## config.mk

```make
export PLATFORM = sky130hd
export DESIGN_NAME = retospect_cfg_loader_flat
export DESIGN_NICKNAME = d
export VERILOG_FILES = /design/src/rtl/retospect_cfg_pkg.sv /design/src/rtl/retospect_cfg_loader_if.sv /design/src/rtl/retospect_crc16_serial.sv /design/src/rtl/retospect_cfg_loader.sv /design/src/flat_wrapper.sv
export SDC_FILE = /design/constraint.sdc
export NUM_CORES = 1
export LEC_CHECK = 0
export ABC_AREA = 1
export CAP_MARGIN = 20
export CORE_ASPECT_RATIO = 1.5
export CORE_MARGIN = 1
export CORE_UTILIZATION = 30
export DETAILED_ROUTE_END_ITERATION = 16
export PLACE_DENSITY = 0.58
export SETUP_SLACK_MARGIN = 0.1
export SYNTH_ARGS = -nofsm -noshare
export SYNTH_HDL_FRONTEND = slang
export SYNTH_SLANG_ARGS = --single-unit
export TNS_END_PERCENT = 10
```

## constraint.sdc

```tcl
create_clock -name clk -period 3 [get_ports clk]
set_clock_uncertainty 0.05 [all_clocks]
set_input_delay 0.6 -clock clk [delete_from_list [all_inputs] [get_ports clk]]
set_output_delay 0.6 -clock clk [all_outputs]
set_load 0.02 [all_outputs]
```

## src/rtl/retospect_cfg_pkg.sv

```systemverilog
// Shared types and constants for the neurochip configuration-chain loader.
package retospect_cfg_pkg;

  typedef enum logic [1:0] {
    ST_IDLE,
    ST_LOAD,
    ST_VERIFY,
    ST_FINISH
  } state_t;

  localparam int CLOCKBOX_BITS = 48;
  localparam int CNB_BITS      = 19;
  localparam int X_MAX         = 5;
  localparam int Y_MAX         = 5;
  localparam int CHAIN_LEN     = CLOCKBOX_BITS + CNB_BITS * X_MAX * Y_MAX;
  localparam int CNT_W         = $clog2(CHAIN_LEN + 1);

  localparam logic [15:0] CRC_POLY = 16'h1021;
  localparam logic [15:0] CRC_INIT = 16'hFFFF;

  // One MSB-first step of CRC-16-CCITT for a single serial bit.
  function automatic logic [15:0] crc16_step(input logic [15:0] crc, input logic bit_in);
    return {crc[14:0], 1'b0} ^ ((crc[15] ^ bit_in) ? CRC_POLY : 16'h0000);
  endfunction

endpackage

```

## src/rtl/retospect_cfg_loader_if.sv

```systemverilog
// Valid/ready byte stream feeding the configuration loader.
interface retospect_cfg_loader_if;
  logic [7:0] din;
  logic       din_valid;
  logic       din_ready;

  modport master (output din, output din_valid, input din_ready);
  modport slave  (input din, input din_valid, output din_ready);
endinterface

```

## src/rtl/retospect_crc16_serial.sv

```systemverilog
// Bit-serial CRC-16-CCITT accumulator used by the readback pass.
// Only present when RETOSPECT_CFG_READBACK_EN is defined.
`ifdef RETOSPECT_CFG_READBACK_EN
module retospect_crc16_serial
  import retospect_cfg_pkg::*;
(
  input  logic        clk,
  input  logic        rst_n,
  input  logic        clr,
  input  logic        en,
  input  logic        bit_in,
  output logic [15:0] crc
);
  always_ff @(posedge clk or negedge rst_n) begin
    if (!rst_n)   crc <= CRC_INIT;
    else if (clr) crc <= CRC_INIT;
    else if (en)  crc <= crc16_step(crc, bit_in);
  end
endmodule
`endif

```

## src/rtl/retospect_cfg_loader.sv

```systemverilog
// Byte-parallel to bit-serial loader for the neurochip configuration chain.
// Define RETOSPECT_CFG_READBACK_EN to add the CRC-checked readback pass.
module retospect_cfg_loader
  import retospect_cfg_pkg::*;
(
  input  logic                  clk,
  input  logic                  rst_n,
  input  logic                  start,
  input  logic                  abort,
  retospect_cfg_loader_if.slave stream,
  output logic                  config_en,
  output logic                  bs_out,
  input  logic                  bs_in,
  output logic                  nn_reset,
  output logic                  busy,
  output logic                  done,
  output logic                  verify_err
);
  localparam logic [CNT_W-1:0] CHAIN_BITS = CNT_W'(CHAIN_LEN);

  state_t           state;
  logic [CNT_W-1:0] bit_cnt;
  logic [CNT_W-1:0] bits_left;
  logic [6:0]       sh_data;
  logic [2:0]       sh_left;
  logic [2:0]       first_left;
  logic             bs_q;
  logic             accept;

  // bit_cnt counts bits already placed on bs_out, so a byte can be taken
  // in the same cycle the previous byte's last bit is on the wire.
  assign stream.din_ready = (state == ST_LOAD) && (sh_left == 3'd0) && (bit_cnt != CHAIN_BITS);
  assign accept           = stream.din_valid && stream.din_ready;
  assign busy             = (state != ST_IDLE);
  assign bits_left        = CHAIN_BITS - bit_cnt;
  assign first_left       = (bits_left >= CNT_W'(8)) ? 3'd7 : 3'(bits_left - 1'b1);

  // NOTE: all state and registered outputs use non-blocking assignments so
  // every branch sees the pre-edge values regardless of statement order.
  always_ff @(posedge clk or negedge rst_n) begin
    if (!rst_n) begin
      state     <= ST_IDLE;
      bit_cnt   <= '0;
      sh_data   <= '0;
      sh_left   <= 3'd0;
      bs_q      <= 1'b0;
      config_en <= 1'b0;
      done      <= 1'b0;
      nn_reset  <= 1'b0;
    end else if (abort) begin
      state     <= ST_IDLE;
      sh_left   <= 3'd0;
      bs_q      <= 1'b0;
      config_en <= 1'b0;
      done      <= 1'b0;
      nn_reset  <= 1'b0;
    end else begin
      done     <= 1'b0;
      nn_reset <= 1'b0;
      case (state)
        ST_IDLE: begin
          if (start) begin
            state   <= ST_LOAD;
            bit_cnt <= '0;
            sh_left <= 3'd0;
          end
        end
        ST_LOAD: begin
          if (bit_cnt == CHAIN_BITS) begin
`ifdef RETOSPECT_CFG_READBACK_EN
            state     <= ST_VERIFY;
            bit_cnt   <= '0;
            config_en <= 1'b1;
`else
            state     <= ST_FINISH;
            config_en <= 1'b0;
            done      <= 1'b1;
            nn_reset  <= 1'b1;
`endif
          end else if (sh_left != 3'd0) begin
            config_en <= 1'b1;
            bs_q      <= sh_data[0];
            sh_data   <= {1'b0, sh_data[6:1]};
            sh_left   <= sh_left - 1'b1;
            bit_cnt   <= bit_cnt + 1'b1;
          end else if (accept) begin
            config_en <= 1'b1;
            bs_q      <= stream.din[0];
            sh_data   <= stream.din[7:1];
            sh_left   <= first_left;
            bit_cnt   <= bit_cnt + 1'b1;
          end else begin
            config_en <= 1'b0;
          end
        end
`ifdef RETOSPECT_CFG_READBACK_EN
        ST_VERIFY: begin
          bit_cnt <= bit_cnt + 1'b1;
          if (bit_cnt == CHAIN_BITS - 1'b1) begin
            state     <= ST_FINISH;
            config_en <= 1'b0;
            done      <= 1'b1;
            nn_reset  <= 1'b1;
          end
        end
`endif
        ST_FINISH: state <= ST_IDLE;
        default:   state <= ST_IDLE;
      endcase
    end
  end

`ifdef RETOSPECT_CFG_READBACK_EN
  logic [15:0] crc_load;
  logic [15:0] crc_chk;
  logic        crc_clr;

  assign crc_clr = (state == ST_IDLE) && start && !abort;

  retospect_crc16_serial u_crc_load (
    .clk    (clk),
    .rst_n  (rst_n),
    .clr    (crc_clr),
    .en     ((state == ST_LOAD) && config_en),
    .bit_in (bs_q),
    .crc    (crc_load)
  );

  retospect_crc16_serial u_crc_chk (
    .clk    (clk),
    .rst_n  (rst_n),
    .clr    (crc_clr),
    .en     (state == ST_VERIFY),
    .bit_in (bs_in),
    .crc    (crc_chk)
  );

  // Unregistered tail-to-head path keeps the loop exactly CHAIN_LEN long.
  assign bs_out = (state == ST_VERIFY) ? bs_in : bs_q;

  always_ff @(posedge clk or negedge rst_n) begin
    if (!rst_n) begin
      verify_err <= 1'b0;
    end else if (!abort) begin
      if ((state == ST_IDLE) && start)                      verify_err <= 1'b0;
      else if ((state == ST_FINISH) && (crc_load != crc_chk)) verify_err <= 1'b1;
    end
  end
`else
  logic unused_bs_in;
  assign unused_bs_in = bs_in;
  assign bs_out       = bs_q;
  assign verify_err   = 1'b0;
`endif

endmodule

```

## src/flat_wrapper.sv

```systemverilog
// flat-port wrapper written by rule: the top's interface ports become plain ports
module retospect_cfg_loader_flat import retospect_cfg_pkg::*;
  (clk, rst_n, start, abort, config_en, bs_out, bs_in, nn_reset, busy, done, verify_err, stream_din, stream_din_valid, stream_din_ready);
  retospect_cfg_loader_if stream_i ();
  input  logic clk;
  input  logic rst_n;
  input  logic start;
  input  logic abort;
  output logic config_en;
  output logic bs_out;
  input  logic bs_in;
  output logic nn_reset;
  output logic busy;
  output logic done;
  output logic verify_err;
  input wire logic [$bits(stream_i.din)-1:0] stream_din;
  input wire logic [$bits(stream_i.din_valid)-1:0] stream_din_valid;
  output wire logic [$bits(stream_i.din_ready)-1:0] stream_din_ready;
  assign stream_i.din = stream_din;
  assign stream_i.din_valid = stream_din_valid;
  assign stream_din_ready = stream_i.din_ready;
  retospect_cfg_loader u_core (.clk(clk), .rst_n(rst_n), .start(start), .abort(abort), .stream(stream_i), .config_en(config_en), .bs_out(bs_out), .bs_in(bs_in), .nn_reset(nn_reset), .busy(busy), .done(done), .verify_err(verify_err));
endmodule
```

# Word level (Yosys, flattened, before mapping)

Cells that the tools add are included.
W data, S select, Z words.

Bits in latches: 0
Output and inout port bits: 7
Input port bits: 14
Memories kept: 0
Bits in writable memories: 0
Register bits after elaboration: 25
Word-level logic and storage cells: 73
Memory bits (read-only): 0

Bitwise operators: 2
Divide/modulo/power cells: 0
Muxes and demuxes: 31
$mul: 0
Equality and inequality tests: 11
Shift operators: 0
$add $sub $neg: 4
Reductions and logical operators: 17
Magnitude comparators: 1

Operator list:

| operator                 | number |
|---|---|
| $mux W10                 | 4 |
| $pmux W10 S2             | 1 |
| $mux W3                  | 6 |
| $mux W7                  | 2 |
| $mux W1                  | 13 |
| $add A10 B1 Y10 const B  | 1 |
| $eq A10 B10 Y1 const B   | 1 |
| $ge A10 B4 Y1 const B    | 1 |
| $ne A10 B10 Y1 const B   | 1 |
| $sub A10 B10 Y10 const A | 1 |
| $ne A3 B3 Y1 const B     | 3 |
| $reduce_bool A3 Y1       | 3 |
| $reduce_and A4 Y1        | 2 |
| $reduce_bool A2 Y1       | 4 |
| $mux W2                  | 3 |
| $ne A2 B2 Y1 const B     | 3 |
| $pmux W3 S2              | 1 |
| $sub A3 B1 Y3 const B    | 2 |
| $reduce_and A5 Y1        | 1 |
| $ne A4 B3 Y1 const B     | 1 |
| $pmux W2 S2              | 1 |
| $logic_and A1 B1 Y1      | 3 |
| $logic_not A3 Y1         | 1 |
| $ne A3 B2 Y1 const B     | 1 |
| other kinds (5)          | 6 |

# Depth between registers and ports, before layout

Gate-level depths: netlist of run 1.

Depth in word-level cells: 9
Mapped depth: 12

# Least setup slack after synthesis of run 1

No wires, ideal clock.

Path kind: reg-to-output
Start: register u_core.state[1]
End: output stream_din_ready
Path buffers: 1
Data arrival time: 1.388 ns
Path slack: 0.962 ns
Stages on the path, launching flop included: 5
Data required time: 2.350 ns
Cells stage by stage: dfrtp_1 -> nor2_8 -> inv_4 -> clkbuf_1 -> nor3_1

Word-level cells in the longest chain between the ends: 3

RTL lines:

| element                           | RTL line                   | source |
|---|---|---|
| start, declared                   | retospect_cfg_loader.sv:21 | `state_t state;` |
| start signal, assigned            | retospect_cfg_loader.sv:42 | `state <= ST_IDLE;` |
| start signal, assigned            | retospect_cfg_loader.sv:51 | `state <= ST_IDLE;` |
| start signal, assigned            | retospect_cfg_loader.sv:63 | `state <= ST_LOAD;` |
| $eq A2 B1 Y1                      | retospect_cfg_loader.sv:32 | `assign stream.din_ready = (state == ST_LOAD) && (sh_left == 3'd0) && (bit_cnt != CHAIN_BITS);` |
| $logic_and A1 B1 Y1 (2 in series) | retospect_cfg_loader.sv:32 |  |
| end, declared                     | flat_wrapper.sv:18         | `output wire logic [$bits(stream_i.din_ready)-1:0] stream_din_ready;` |

No other way between the ends.

# Worst setup path after layout of run 1

Start: register u_core.bit_cnt[0]
End: output stream_din_ready

Word-level cells in the longest chain between the ends: 2

RTL lines:

| element                | RTL line                   | source |
|---|---|---|
| start, declared        | retospect_cfg_loader.sv:22 | `logic [CNT_W-1:0] bit_cnt;` |
| start signal, assigned | retospect_cfg_loader.sv:85 | `bit_cnt <= bit_cnt + 1'b1;` |
| start signal, assigned | retospect_cfg_loader.sv:91 | `bit_cnt <= bit_cnt + 1'b1;` |
| $ne A10 B10 Y1         | retospect_cfg_loader.sv:32 |  |
| $logic_and A1 B1 Y1    | retospect_cfg_loader.sv:32 |  |

No other way between the ends.

==> metrics.cfg, run 1 <==
[cts]
root_buffer = clkbuf_8
cts_buffers = 3
ctsResizeCount = 0
cts_setup_buffers = 0
clock_latency_ns = 0.27
cts.path.max_buffers = 2
postCtsHoldBufs = 0
clk_transition_reported_paths_ns = 0.09
cts_tree = done
htree_levels = 1
numClockSinks = 25

[logic_synthesis]
yosysWarnings = 0
synth_area_leaders = dfrtp_1, nand2_1, nor2_1
yosysUniqueCellTypes = 33
synth.cells.most_frequent = nand2_1, nor2_1, dfrtp_1, inv_1, nand3_1
ys_seq_area_frac = 0.371
syn_avg_cell_area_um2 = 7.77
synthArstFlopShare = 1.00
synth_enable_flop_cells = 0
synth.largest_area_cell = dfrtp_1
syn_inst = 217
synthFlopType = dfrtp_1
synth_most_common_cell = nand2_1
synth_top_area_share = 0.371
netlist_area_um2 = 1690
syn-num-nets = 237
ys_seq_elements = 25

[sta]
slew_viol_final = 0
finalSetupViolations = 0
rsz0062_at_grt = false
final_hold_viol_count = 0
period_needed_ns = 2.75
tns_ns = 0
max_clock_freq_ghz = 0.364
fin_crit_sh = 0.917

[worst_setup_path]
slowest_delay_ns = 0.54
critPathMaxFanout = 7
cp-end-kind = output port
worst_r2r_startpoint = u_core.sh_left[0]
path_class = reg -> out
cp_num_buf_inv = 1
critPathRequiredTime_ns = 2.35
startpoint = u_core.bit_cnt[0]
cp-start-kind = register
critPathArrivalTime_ns = 2.10
cp_slowest_cell = clkdlybuf4s50_1
path_cells = ha_1 -> nand4_1 -> nor2_1 -> nor3_1 -> clkdlybuf4s50_1
crit_family = buffers and inverters

[floorplanning]
die_h_um = 93.8
die_width_um = 63.2
initial_core_util = 0.309
io_pins = 21
rows = 33
die-area_um2 = 5930
core_um2 = 5450

[global_route]
grt_max_degree = 26
grt_usage = 0.138
grt_pass1_vias = 1435
gr-total-overflow = 0
antenna_found_initial = 0
grt_pass1_wl_mm = 6.37

[power]
pwr_density_cell_nw_per_um2 = 420
cellLeakagePower_nw = 0.906
irDropWorstVdd_mv = 0.260

[place]
portBuffers = 18
dpl_cell_area_um2 = 1930
routabilityCongestion = 0.877
hpwlAfterDp_mm = 2.75
dp.cells = 302

[detailed_routing]
viasPerCell = 4.63
drc = 0
first_pass_iters = 4
wire_per_inst_um = 11.7
ant_nets = 0
totalWireLength_mm = 3.59
route.vias.total = 1417
drtIter0Drc = 25

[layout]
layout-drive-gt1-share = 0.136
diodes = 0
instances_no_fill = 306
seqCellArea_um2 = 626
multi_input_area_um2 = 941
fillers = 593
area_growth_pct = 17.4
fin_area_um2 = 1980
final_net_count = 257

[outcome]
status = completed

[hold_path]
hp-class = reg -> reg
hp-start = u_core.sh_data[5]

[job]
cap_violations = 0

[kinds of logic after synthesis]
| logic type | count (synthesis) | share of synthesized area |
|---|---|---|
| DFF | 25 | 0.371 |
| and+or+nand+nor | 135 | 0.404 |
| xor gates and xnor gates | 6 | 0.0312 |
| buffers and inverters | 27 | 0.0712 |
| other | 1 | 0.00222 |
| AOI/OAI and AO/OA | 17 | 0.0757 |
| adders and majority gates | 6 | 0.0445 |
[layer usage]
metal,GRT usage,vias up,routed length (um)
li1,-,722,-
met4,0.0682,0,110
met3,0.0133,9,89
met1,0.141,658,1450
met5,0,-,0
met2,0.272,28,1940
[registers in the layout, summed over array words and instances, names as in the netlist]
name              count
u_core.config_en      1
u_core.state          2
u_core.bit_cnt       10
u_core.sh_data        7
u_core.nn_reset       1
u_core.sh_left        3
u_core.bs_out         1
[layout make-up]
type | count | area share
Timing Repair Buffer | 20 | 0.0986
Tap cell | 70 | 0.0442
Sequential cell | 25 | 0.316
Inverter | 22 | 0.0430
Multi-Input combinational cell | 165 | 0.475
Clock buffer | 4 | 0.0228
[tightest hold or removal path, delay by kind of cell (launching register included)]
family | cells | cell delay, ns
AOI/OAI and AO/OA | 1 | 0.05
DFF | 1 | 0.36
and+or+nand+nor | 1 | 0.05
[worst paths after layout]
check / to / slack, ns / cells past startpoint
hold reg to reg: u_core.sh_data[5] / 0.45 / 2
min in group asynchronous: u_core.state[0] / 0.63 / 2
hold / removal: u_core.sh_data[5] / 0.45 / 2
setup / recovery: stream_din_ready / 0.25 / 5
max in group asynchronous: u_core.bit_cnt[3] / 2.02 / 2
setup reg to reg: u_core.sh_data[1] / 1.13 / 7
[per-stage QoR]
stage / hold WS [ns] / total power [mW] / utilization / worst slack (ns)
global placement: 0.426 / 0.635 / 0.355 / 0.579
global route: 0.468 / 0.888 / 0.363 / 0.152
finish: 0.450 / 0.832 / 0.363 / 0.250
CTS: 0.452 / 0.846 / 0.363 / 0.238
detailed placement: 0.429 / 0.637 / 0.355 / 0.551
floorplan: 0.254 / 0.562 / - / 0.962
[report_power, final]
group	switching [mW]	internal, mW
clock network	0.111	0.0952
registers	0.0312	0.382
logic	0.128	0.0855
[cells in the final DEF (no fill, tap or decap), drive strengths merged]
cell type / n
nor2: 36
conb: 1
xor2: 6
inv: 22
or2: 1
nand3: 12
dfrtp: 25
nand2: 73
clkdlybuf4s50: 18
a21oi: 4
o21ai: 6
ha: 6
nand4: 7
a21boi: 1
o31ai: 6
buf: 2
clkbuf: 4
nor3: 6
Note: power is estimated with default switching activity, not from simulation.
==> inputs of run 2 (changes only) <==
--- a/config.mk
+++ b/config.mk
@@ -11,7 +11,7 @@
 export CORE_MARGIN = 1
 export CORE_UTILIZATION = 30
 export DETAILED_ROUTE_END_ITERATION = 16
-export PLACE_DENSITY = 0.58
+export PLACE_DENSITY = 0.56
 export SETUP_SLACK_MARGIN = 0.1
 export SYNTH_ARGS = -nofsm -noshare
 export SYNTH_HDL_FRONTEND = slang
==> metrics.cfg, run 2 (synthesis gave the netlist of run 1 again) <==
[cts]
numClockSinks = 25
clock_latency_ns = 0.27
root_buffer = clkbuf_8
cts_setup_buffers = 0
clk_transition_reported_paths_ns = 0.09
ctsResizeCount = 0
htree_levels = 1
cts.path.max_buffers = 2
cts_tree = done
cts_buffers = 3
postCtsHoldBufs = 0

[layout]
top_register = u_core.bit_cnt
seqCellArea_um2 = 626
final_cell_mix = nand2_1, nor2_1, dfrtp_1
layout-drive-gt1-share = 0.136
reg.largest.list = u_core.bit_cnt (10), u_core.sh_data (7), u_core.sh_left (3)
instances_no_fill = 306
final_net_count = 257
multi_input_area_um2 = 941
diodes = 0
area_growth_pct = 17.4
fillers = 603
mostFrequentLayoutCell = nand2_1
largest_reg_flops = 10

[worst_setup_path]
cp-start-kind = register
cp-end-kind = output port
critPathRequiredTime_ns = 2.35
critPathArrivalTime_ns = 2.09
path_class = reg -> out
critPathMaxFanout = 7

[sta]
max_clock_freq_ghz = 0.365
final_hold_viol_count = 0
period_needed_ns = 2.74
hold-worst-slack_ns = 0.444
finalSetupViolations = 0
fin_crit_sh = 0.913
rsz0062_at_grt = false
slew_viol_final = 0
tns_ns = 0

[global_route]
antenna_found_initial = 0
grt_max_degree = 26
grt_usage = 0.134
gr-total-overflow = 0
grt_pass1_vias = 1397
grt_pass1_wl_mm = 6.22

[detailed_routing]
first_pass_iters = 4
wire_per_inst_um = 11.4
viasPerCell = 4.53
ant_nets = 0
route.vias.total = 1385
totalWireLength_mm = 3.49
drtIter0Drc = 26
drc = 0

[power]
cellLeakagePower_nw = 0.906
pwr_density_cell_nw_per_um2 = 420
irDropWorstVdd_mv = 0.251

[place]
routabilityCongestion = 0.851
dp.cells = 302
hpwlAfterDp_mm = 2.70
portBuffers = 18

[floorplanning]
io_pins = 21
rows = 33
initial_core_util = 0.309
die-area_um2 = 5930
die_h_um = 93.8
die_width_um = 63.2
core_um2 = 5450

[outcome]
status = completed

[job]
cap_violations = 0

[hold_path]
hp-class = reg -> reg

==> run 2: cell counts in the layout (fill, tap and decap cells not counted) <==
Identical to the previous run, type by type.
==> run 2: worst max-delay path: stages, from the launching register on <==
cell             delay [ns]
dfrtp_1                0.47
ha_1                   0.31
nand4_1                0.11
nor2_1                 0.08
nor3_1                 0.20
clkdlybuf4s50_1        0.65
==> run 2: cell type report <==
type	instances	share of cell area
clock buffer	4	0.0228
inverter	22	0.0430
multi-input combinational	165	0.475
sequential	25	0.316
tap	70	0.0442
timing repair buffer	20	0.0986
==> run 2: worst paths after layout <==
check,slack (ns),depth (start not counted),start,end
worst max register to register,1.16,7,u_core.sh_left[0],u_core.sh_data[4]
worst min register to register,0.44,2,u_core.sh_data[0],u_core.sh_data[0]
max in group asynchronous,2.02,2,rst_n,u_core.bit_cnt[6]
min in group asynchronous,0.63,2,rst_n,u_core.sh_data[3]
worst max-delay path,0.26,5,u_core.bit_cnt[0],stream_din_ready
worst min-delay path,0.44,2,u_core.sh_data[0],u_core.sh_data[0]
==> run 2: power breakdown <==
| part | internal (mW) | leakage [nW] | switching (mW) | total, mW |
|---|---|---|---|---|
| Sequential | 0.382 | 0.334 | 0.0313 | 0.413 |
| Clock | 0.0951 | 0.0228 | 0.110 | 0.205 |
| Combinational | 0.0854 | 0.549 | 0.128 | 0.213 |
| Total | 0.562 | 0.906 | 0.269 | 0.831 |
==> run 2: layer usage <==
| metal | track usage | part of all wire | up-vias |
|---|---|---|---|
| met5 | 0 | 0 | - |
| met4 | 0.0549 | 0.019 | 0 |
| met3 | 0.0158 | 0.021 | 7 |
| met2 | 0.261 | 0.55 | 21 |
| met1 | 0.143 | 0.41 | 636 |
| li1 | - | - | 721 |
==> run 2: through the flow <==
step / power, mW / area [um^2] / util / setup WS, ns
floorplan: 0.562 / 1690 / - / 0.962
global placement: 0.635 / 1930 / 0.355 / 0.590
detailed placement: 0.636 / 1930 / 0.355 / 0.584
CTS: 0.846 / 1980 / 0.363 / 0.263
global route: 0.892 / 1980 / 0.363 / 0.132
finish: 0.831 / 1980 / 0.363 / 0.262
